## config.mk

```make
export PLATFORM = sky130hd
export DESIGN_NAME = kb_scancode_seq
export DESIGN_NICKNAME = d
export VERILOG_FILES = /design/src/rtl/kb_scancode_seq.sv
export SDC_FILE = /design/constraint.sdc
export NUM_CORES = 1
export LEC_CHECK = 0
export ABC_AREA = 0
export CORE_UTILIZATION = 30
export CTS_CLUSTER_SIZE = 8
export DETAILED_ROUTE_END_ITERATION = 7
export GPL_TIMING_DRIVEN = 0
export MAX_ROUTING_LAYER = met4
export SETUP_SLACK_MARGIN = 0.05
export SLEW_MARGIN = 20
export SYNTH_ARGS = -nofsm -noshare
export SYNTH_HDL_FRONTEND = slang
export SYNTH_SLANG_ARGS = --single-unit
```

## constraint.sdc

```tcl
create_clock -name clk -period 2.2 [get_ports clk]
set_input_delay 0.33 -clock clk [delete_from_list [all_inputs] [get_ports clk]]
set_output_delay 0.33 -clock clk [all_outputs]
set_load 0.01 [all_outputs]
```

## src/rtl/kb_scancode_seq.sv

```systemverilog
// rtl/kb_scancode_seq.sv - PS/2 set-2 byte sequencer: prefix decode, modifier tracking, make-code strobes
module kb_scancode_seq #(
    parameter int TIMEOUT   = 50000,
    parameter bit REPEAT_EN = 1'b0
) (
    input  logic       clk,
    input  logic       i_rst_n,
    input  logic [7:0] i_code,
    input  logic       i_code_valid,
    output logic [7:0] o_scancode,
    output logic       o_valid,
    output logic       o_shift,
    output logic       o_capslock,
    output logic       o_err
);
    localparam int            CW      = $clog2(TIMEOUT);
    localparam logic [CW-1:0] TO_LAST = CW'(TIMEOUT - 1);

    localparam logic [7:0] C_LSHIFT = 8'h12;
    localparam logic [7:0] C_RSHIFT = 8'h59;
    localparam logic [7:0] C_CAPS   = 8'h58;
    localparam logic [7:0] C_EXT    = 8'hE0;
    localparam logic [7:0] C_BRK    = 8'hF0;
    localparam logic [7:0] C_PAUSE  = 8'hE1;

    typedef enum logic [2:0] {
        S_IDLE,
        S_EXT,
        S_BRK,
        S_EXT_BRK,
        S_PAUSE
    } state_t;

    state_t        state_q, state_d, cur_state;
    logic [2:0]    skip_q, skip_d;
    logic [CW-1:0] cnt_q, cnt_d;
    logic [7:0]    scancode_q, scancode_d;
    logic [7:0]    last_make_q, last_make_d;
    logic          valid_q, valid_d;
    logic          err_q, err_d;
    logic          lshift_q, lshift_d;
    logic          rshift_q, rshift_d;
    logic          shift_q, shift_d;
    logic          caps_held_q, caps_held_d;
    logic          capslock_q, capslock_d;
    logic          overrun;

    assign overrun = (i_code == 8'h00) || (i_code == 8'hFF);

    always_comb begin
        state_d     = state_q;
        skip_d      = skip_q;
        cnt_d       = '0;
        scancode_d  = scancode_q;
        last_make_d = last_make_q;
        valid_d     = 1'b0;
        err_d       = 1'b0;
        lshift_d    = lshift_q;
        rshift_d    = rshift_q;
        caps_held_d = caps_held_q;
        capslock_d  = capslock_q;
        cur_state   = state_q;

        // Expiry takes priority: a byte landing on this cycle is decoded as if from IDLE.
        if (state_q != S_IDLE && cnt_q == TO_LAST) begin
            err_d     = 1'b1;
            state_d   = S_IDLE;
            cur_state = S_IDLE;
        end

        if (i_code_valid) begin
            if (overrun) begin
                err_d   = 1'b1;
                state_d = S_IDLE;
            end else begin
                case (cur_state)
                    S_IDLE: begin
                        state_d = S_IDLE;
                        if (i_code == C_EXT) begin
                            state_d = S_EXT;
                        end else if (i_code == C_BRK) begin
                            state_d = S_BRK;
                        end else if (i_code == C_PAUSE) begin
                            state_d = S_PAUSE;
                            skip_d  = 3'd7;
                        end else if (i_code == C_LSHIFT) begin
                            lshift_d = 1'b1;
                        end else if (i_code == C_RSHIFT) begin
                            rshift_d = 1'b1;
                        end else if (i_code == C_CAPS) begin
                            if (!caps_held_q) capslock_d = ~capslock_q;
                            caps_held_d = 1'b1;
                        end else begin
                            if (REPEAT_EN || i_code != last_make_q) begin
                                scancode_d = i_code;
                                valid_d    = 1'b1;
                            end
                            last_make_d = i_code;
                        end
                    end
                    S_EXT: begin
                        state_d = (i_code == C_BRK) ? S_EXT_BRK : S_IDLE;
                    end
                    S_BRK: begin
                        state_d = S_IDLE;
                        if (i_code == C_LSHIFT) lshift_d = 1'b0;
                        if (i_code == C_RSHIFT) rshift_d = 1'b0;
                        if (i_code == C_CAPS) caps_held_d = 1'b0;
                        if (i_code == last_make_q) last_make_d = 8'h00;
                    end
                    S_EXT_BRK: begin
                        state_d = S_IDLE;
                    end
                    S_PAUSE: begin
                        skip_d = skip_q - 3'd1;
                        if (skip_q == 3'd1) state_d = S_IDLE;
                    end
                    default: begin
                        state_d = S_IDLE;
                    end
                endcase
            end
        end else if (cur_state != S_IDLE) begin
            cnt_d = cnt_q + 1'b1;
        end

        shift_d = lshift_d | rshift_d;
    end

    always_ff @(posedge clk or negedge i_rst_n) begin
        if (!i_rst_n) begin
            state_q     <= S_IDLE;
            skip_q      <= '0;
            cnt_q       <= '0;
            scancode_q  <= '0;
            last_make_q <= '0;
            valid_q     <= 1'b0;
            err_q       <= 1'b0;
            lshift_q    <= 1'b0;
            rshift_q    <= 1'b0;
            shift_q     <= 1'b0;
            caps_held_q <= 1'b0;
            capslock_q  <= 1'b0;
        end else begin
            state_q     <= state_d;
            skip_q      <= skip_d;
            cnt_q       <= cnt_d;
            scancode_q  <= scancode_d;
            last_make_q <= last_make_d;
            valid_q     <= valid_d;
            err_q       <= err_d;
            lshift_q    <= lshift_d;
            rshift_q    <= rshift_d;
            shift_q     <= shift_d;
            caps_held_q <= caps_held_d;
            capslock_q  <= capslock_d;
        end
    end

    assign o_scancode = scancode_q;
    assign o_valid    = valid_q;
    assign o_shift    = shift_q;
    assign o_capslock = capslock_q;
    assign o_err      = err_q;

endmodule
```

==> reports/qor.yml, run 1 <==
logic_synthesis:
  netlist_area_um2: 2450
  avgSynthCellArea_um2: 10.5
  ys_ff_latch: 45
  syn_nets: 248
  synth.distinct_cells: 50
  netlist_instances: 234
  synth-async-reset-ratio: 1.00
  netlist_top_cells_area: "dfrtp_1, xnor2_1, mux2_4"
  synth_edf_count: 0
  synth_top_area_share: 0.460
  synth_warnings: 0
  yosysTopAreaCell: "dfrtp_1"
  yosysSeqAreaShare: 0.460
  ys.flop_type: "dfrtp_1"
placed_design:
  portBuffers: 21
  dp_hpwl_mm: 3.58
  post_dp_cell_area_um2: 2820
  dp_cells: 358
  routabilityCongestion: 0.789
worst_setup_path:
  critical-path-max-stage-delay_ps: 560
  slowest_stage: "or4b_4"
  reg2regPathDepth: 9
  crit_type: "primary input to flip-flop"
  rrSetupSlack_ps: 30
  worstReg2RegEnd: "last_make_q[1]"
  cp_data_arrival_time_ps: 2380
  crit_path_end_kind: "flip-flop"
  cp-start-kind: "primary input"
  worstReg2RegStart: "cnt_q[0]"
  critical_path_required_ps: 2390
  path_cells: "buf_2 -> or4_4 -> or4b_4 -> o31a_4 -> nand4_4 -> nor3_4 -> buf_12 -> mux2_4"
  path_max_fanout: 9
layout:
  multi_input_area_um2: 1280
  final_cell_mix: "dfrtp_1, nand2_1, nor2_1, buf_4"
  drive_above_1_share: 0.233
  regArea_um2: 1130
  layoutNonFillerInstCount: 381
  area_growth_pct: 26.9
  fillers: 783
  antennaDiodeCount: 0
  final_nets: 292
  final_common_cell: "dfrtp_1"
  fin_area_um2: 3110
global_routing:
  antenna_found_initial: 0
  track_usage: 0.134
  grt_max_degree: 24
  overflow: 0
  grt_pass1_wl_mm: 8.83
  first_global_vias: 1927
clocking:
  cts_buffers: 5
  cts_root_buf: "clkbuf_8"
  clkLatencyLatePin_ps: 300
  cts.clk_slew.worst_paths_ps: 90
  cts_tree: "built"
  cts_hold_buf: 0
  cts.sinks: 45
  cts-htree-levels: 2
  cts_buffer_depth: 2
sta:
  rsz0062_at_grt: "true"
  fin_tns_setup_ps: 0
  relSlewSlack: 0.620
  fin_hold_ws_ps: 14.5
  fin_crit_ps: 2190
  finClkSkew_ps: 3.24
  drv_slew: 0
  finalCritPeriodShare: 0.996
  finalHoldViolCount: 0
  tightestPinTransition_ps: 569
  final-setup-viol-count: 0
  max_freq_mhz: 457
drt:
  first_pass_iters: 4
  detail-route-antenna-nets: 0
  wl_per_cell_um: 13.4
  wl_mm: 5.12
  vias: 1838
  vias_per_cell: 4.82
  drt_iter0_drc: 52
  drc: 0
floorplan:
  die_x_um: 92.3
  rows: 32
  pin_count: 23
  dieArea_um2: 8520
  initial_core_util: 0.313
  coreArea_um2: 7810
  die_height_um: 92.3
pwr:
  ir_worst_vdd_mv: 0.319
  finalPower_mw: 2.23
  p_per_area_nw_per_um2: 719
  p_leak_nw: 1.37
job:
  maxCapViolCount: 0
worst_hold_path:
  hold_path.class: "primary input to asynchronous set/reset pin"
outcome:
  outcome: "completed"
## layout make-up
cell class	count	area share
Multi-Input combinational cell	167	0.412
Clock buffer	6	0.0266
Buffer	10	0.0242
Clock inverter	2	0.00443
Inverter	12	0.0145
Timing Repair Buffer	37	0.114
Sequential cell	45	0.363
Tap cell	102	0.0411
## what timing repair did
action | in CTS | in global routing
pin swaps | 5 | 4
setup buffers | 7 | 8
endpoints found under the setup margin | 35 | 31
resized for setup | 23 | 9
## flip-flops by register name, indices dropped and copies added (netlist names)
name,cells
cnt_q,16
last_make_q,8
o_scancode,8
skip_q,3
state_q,3
caps_held_q,1
lshift_q,1
o_capslock,1
o_err,1
o_shift,1
o_valid,1
rshift_q,1
## where the power goes
group	internal [mW]	switching [mW]	total [mW]
combinational	0.360	0.292	0.652
sequential	0.955	0.0796	1.03
clock	0.255	0.291	0.546
## synth_stat cells (2+ instances only)
| library cell | count |
|---|---|
| o31ai_1 | 2 |
| ha_1 | 3 |
| xnor2_1 | 16 |
| nor4bb_1 | 3 |
| mux2i_1 | 9 |
| buf_4 | 5 |
| nor3_1 | 3 |
| dfrtp_1 | 45 |
| a21oi_1 | 3 |
| xor2_1 | 7 |
| or3_1 | 3 |
| nand3_1 | 10 |
| o21ai_0 | 3 |
| nor4_1 | 7 |
| mux2_4 | 8 |
| nor2_1 | 22 |
| a31oi_1 | 2 |
| o22ai_1 | 3 |
| nand4_1 | 5 |
| clkbuf_1 | 4 |
| and3_1 | 8 |
| nand2_1 | 24 |
| inv_1 | 12 |
## metrics by stage
stage	util	setup slack, ps
final	0.398	9.51
after global routing	0.398	-91.4
after CTS	0.385	-0.0309
after detailed placement	0.361	-682
after global placement	0.358	-689
after floorplan	-	60.2
## cell families after synthesis
group,count (synthesis),synth area share
multiplexers,19,0.0951
flip-flops,45,0.460
adder cells (fa/ha/maj),3,0.0153
buffers and inverters,22,0.0445
AO/OA/AOI/OAI,24,0.0803
XOR/XNOR,23,0.0823
AND/OR/NAND/NOR,98,0.222
## critical path: cells and delay by family
family | cells | cell delay [ps]
buffers and inverters | 2 | 320
muxes | 1 | 290
AOI/OAI and AO/OA | 1 | 150
and+or+nand+nor | 4 | 1280
## worst max path at each step
stage              start        endpoint  slack, ps  depth (start not counted)
4_1_cts         cnt_q[5]   o_scancode[7]      -0.03                          7
6_report       i_code[6]   o_scancode[7]         10                          8
3_5_place_dp   i_code[6]   o_scancode[3]       -680                          7
5_1_grt         cnt_q[0]  last_make_q[1]        -90                          9
2_1_floorplan   cnt_q[0]  last_make_q[0]         60                          8
3_3_place_gp   i_code[6]   o_scancode[5]       -690                          7
## metal layers
layer  share of wire  vias up  track usage
met5               0        -            -
met3           0.028        9       0.0312
met1            0.47      888        0.166
li1                -      911            -
met2            0.49       30        0.213
met4           0.012        0       0.0495
(Power assumes the default switching activity.)
==> inputs of run 2 (changes only) <==
MAX_ROUTING_LAYER = not set   (was met4)
==> run 2 against run 1 <==
Net effect: critical path depth did not move; non-clock buffer count did not move; via count decreased by 0.54%; total power hardly changed; cell count is the same; first-iteration DRC count is the same; sequential cell count stayed put; combinational power barely moved; global-route usage shrank 0.37 points; utilization stayed put; highest routed layer unchanged.
==> reports/qor.yml, run 2 (same netlist as run 1, synthesis figures left out) <==
global_routing:
  grt_pass1_wl_mm: 8.83  # unchanged
  grtUsageMet3: 0.0328  # +0.00164
  track_usage: 0.130  # -0.00367
  met2_usage: 0.213  # unchanged
  met1_usage: 0.165  # -0.00104
  grt_max_degree: 24  # unchanged
  grt_busiest_layer: "met2"
  overflow: 0  # unchanged
  antenna_found_initial: 0  # unchanged
  first_global_vias: 1925  # -0.10%
pwr:
  p_per_area_nw_per_um2: 718  # about the same
  finalPower_mw: 2.23  # about the same
  ir_worst_vdd_mv: 0.318  # -0.53%
  p_leak_nw: 1.37  # unchanged
drt:
  drc: 0  # unchanged
  first_pass_iters: 4  # unchanged
  wl_mm: 5.11  # -0.18%
  vias_per_cell: 4.80  # -0.54%
  detail-route-antenna-nets: 0  # unchanged
  wl_per_cell_um: 13.4  # -0.18%
  drt_iter0_drc: 52  # unchanged
  vias: 1828  # -0.54%
worst_setup_path:
  rrSetupSlack_ps: 30  # about the same
  critical-path-max-stage-delay_ps: 560  # about the same
  critical_path_required_ps: 2380  # about the same
  slowest_stage: "or4b_4"
  startpoint: "i_code[6]"
  worstSetupEndpoint: "o_scancode[7]"
  cp_data_arrival_time_ps: 2370  # about the same
  worstReg2RegEnd: "last_make_q[1]"
  worst-path-buf-inv: 2  # unchanged
  path_cells: "buf_2 -> or4_4 -> or4b_4 -> o31a_4 -> nand4_4 -> nor3_4 -> buf_12 -> mux2_4"
  reg2regPathDepth: 9  # unchanged
  cp-start-kind: "primary input"
  path_max_fanout: 9  # unchanged
  crit_type: "primary input to flip-flop"
  path_depth: 8  # unchanged
  path_delay_family: "simple AND/OR/NAND/NOR gates"
  crit_path_end_kind: "flip-flop"
  worstReg2RegStart: "cnt_q[0]"
clocking:
  cts_root_buf: "clkbuf_8"
  clkLatencyLatePin_ps: 300  # about the same
  cts.clk_slew.worst_paths_ps: 90  # about the same
  cts-htree-levels: 2  # unchanged
  cts_buffers: 5  # unchanged
  cts_tree: "built"
  cts_buffer_depth: 2  # unchanged
  cts.sinks: 45  # unchanged
layout:
  antennaDiodeCount: 0  # unchanged
  final_cell_mix: "dfrtp_1, nand2_1, nor2_1, buf_4"
  final_common_cell: "dfrtp_1"
  final_nets: 292  # unchanged
  area_growth_pct: 26.9  # unchanged
  largest_register_ffs: 16  # unchanged
  drive_above_1_share: 0.233  # unchanged
  top_register: "cnt_q"
sta:
  max_freq_mhz: 457  # about the same
  drv_slew: 0  # unchanged
  finalCritPeriodShare: 0.995  # about the same
  fin_tns_setup_ps: 0  # unchanged
  finClkSkew_ps: 3.64  # +0.404 ps
  final-setup-viol-count: 0  # unchanged
  tightestPinTransition_ps: 569  # -0.102 ps
  fin_crit_ps: 2190  # -1.47 ps
  relSlewSlack: 0.621  # about the same
  rsz0062_at_grt: "true"
  finalHoldViolCount: 0  # unchanged
placed_design:
  portBuffers: 21  # unchanged
  dp_hpwl_mm: 3.58  # unchanged
  routabilityCongestion: 0.778  # -1.3%
floorplan:
  initial_core_util: 0.313  # unchanged
  dieArea_um2: 8520  # unchanged
  die_x_um: 92.3  # unchanged
  rows: 32  # unchanged
  pin_count: 23  # unchanged
  die_height_um: 92.3  # unchanged
  coreArea_um2: 7810  # unchanged
job:
  maxCapViolCount: 0  # unchanged
worst_hold_path:
  hold_path.class: "primary input to asynchronous set/reset pin"
outcome:
  outcome: "completed"
## run 2: cell counts in the layout (fill, tap and decap cells not counted)
No cell type changed its count.
## run 2: how the worst min path moves through the flow
stage                       end  slack (ps)  cells past startpoint
floorplan           caps_held_q          30                      0
global placement       cnt_q[0]         450                      1
detailed placement     cnt_q[9]         360                      1
CTS                    cnt_q[9]          30                      1
global route          cnt_q[12]          50                      1
finish                cnt_q[10]          10                      1
## run 2: final cells by class
| type | count | area, µm² |
|---|---|---|
| buffer | 10 | 75.1 |
| fill | 783 | 4700 |
| tap | 102 | 128 |
| clock inverter | 2 | 13.8 |
| multi-input combinational | 167 | 1280 |
| inverter | 12 | 45.0 |
| timing repair buffer | 37 | 354 |
| sequential | 45 | 1130 |
| clock buffer | 6 | 82.6 |
## run 2: per-stage QoR
stage	std cells	hold WS (ps)	worst slack (ps)	cell area (µm²)	utilization
floorplan	234	34.4	60.2	2460	-
global placement	357	453	-689	2800	0.358
detailed placement	358	360	-682	2820	0.361
CTS	373	30.8	-0.0309	3010	0.385
global route	381	47.7	-91.4	3110	0.398
finish	381	14.6	11.0	3110	0.398
## run 2: what timing repair did
action,in CTS,in global routing
cloned,0,0
buffers inserted,7,8
resized for setup,23,9
pin swaps,5,4
hold buffers,0,0
endpoints found under the setup margin,35,31
## run 2: power by group
group / leakage (nW) / total (mW) / switching [mW] / internal [mW]
combinational: 0.744 / 0.652 / 0.292 / 0.360
sequential: 0.578 / 1.03 / 0.0796 / 0.955
clock: 0.0512 / 0.545 / 0.290 / 0.255
total: 1.37 / 2.23 / 0.662 / 1.57
## run 2: per-layer routing
layer  share of wire  up-vias  routed length (µm)
met5               0        -                   0
li1                -      912                   -
met2            0.49       26                2520
met4           0.010        0                  53
met1            0.47      885                2380
met3           0.031        5                 156
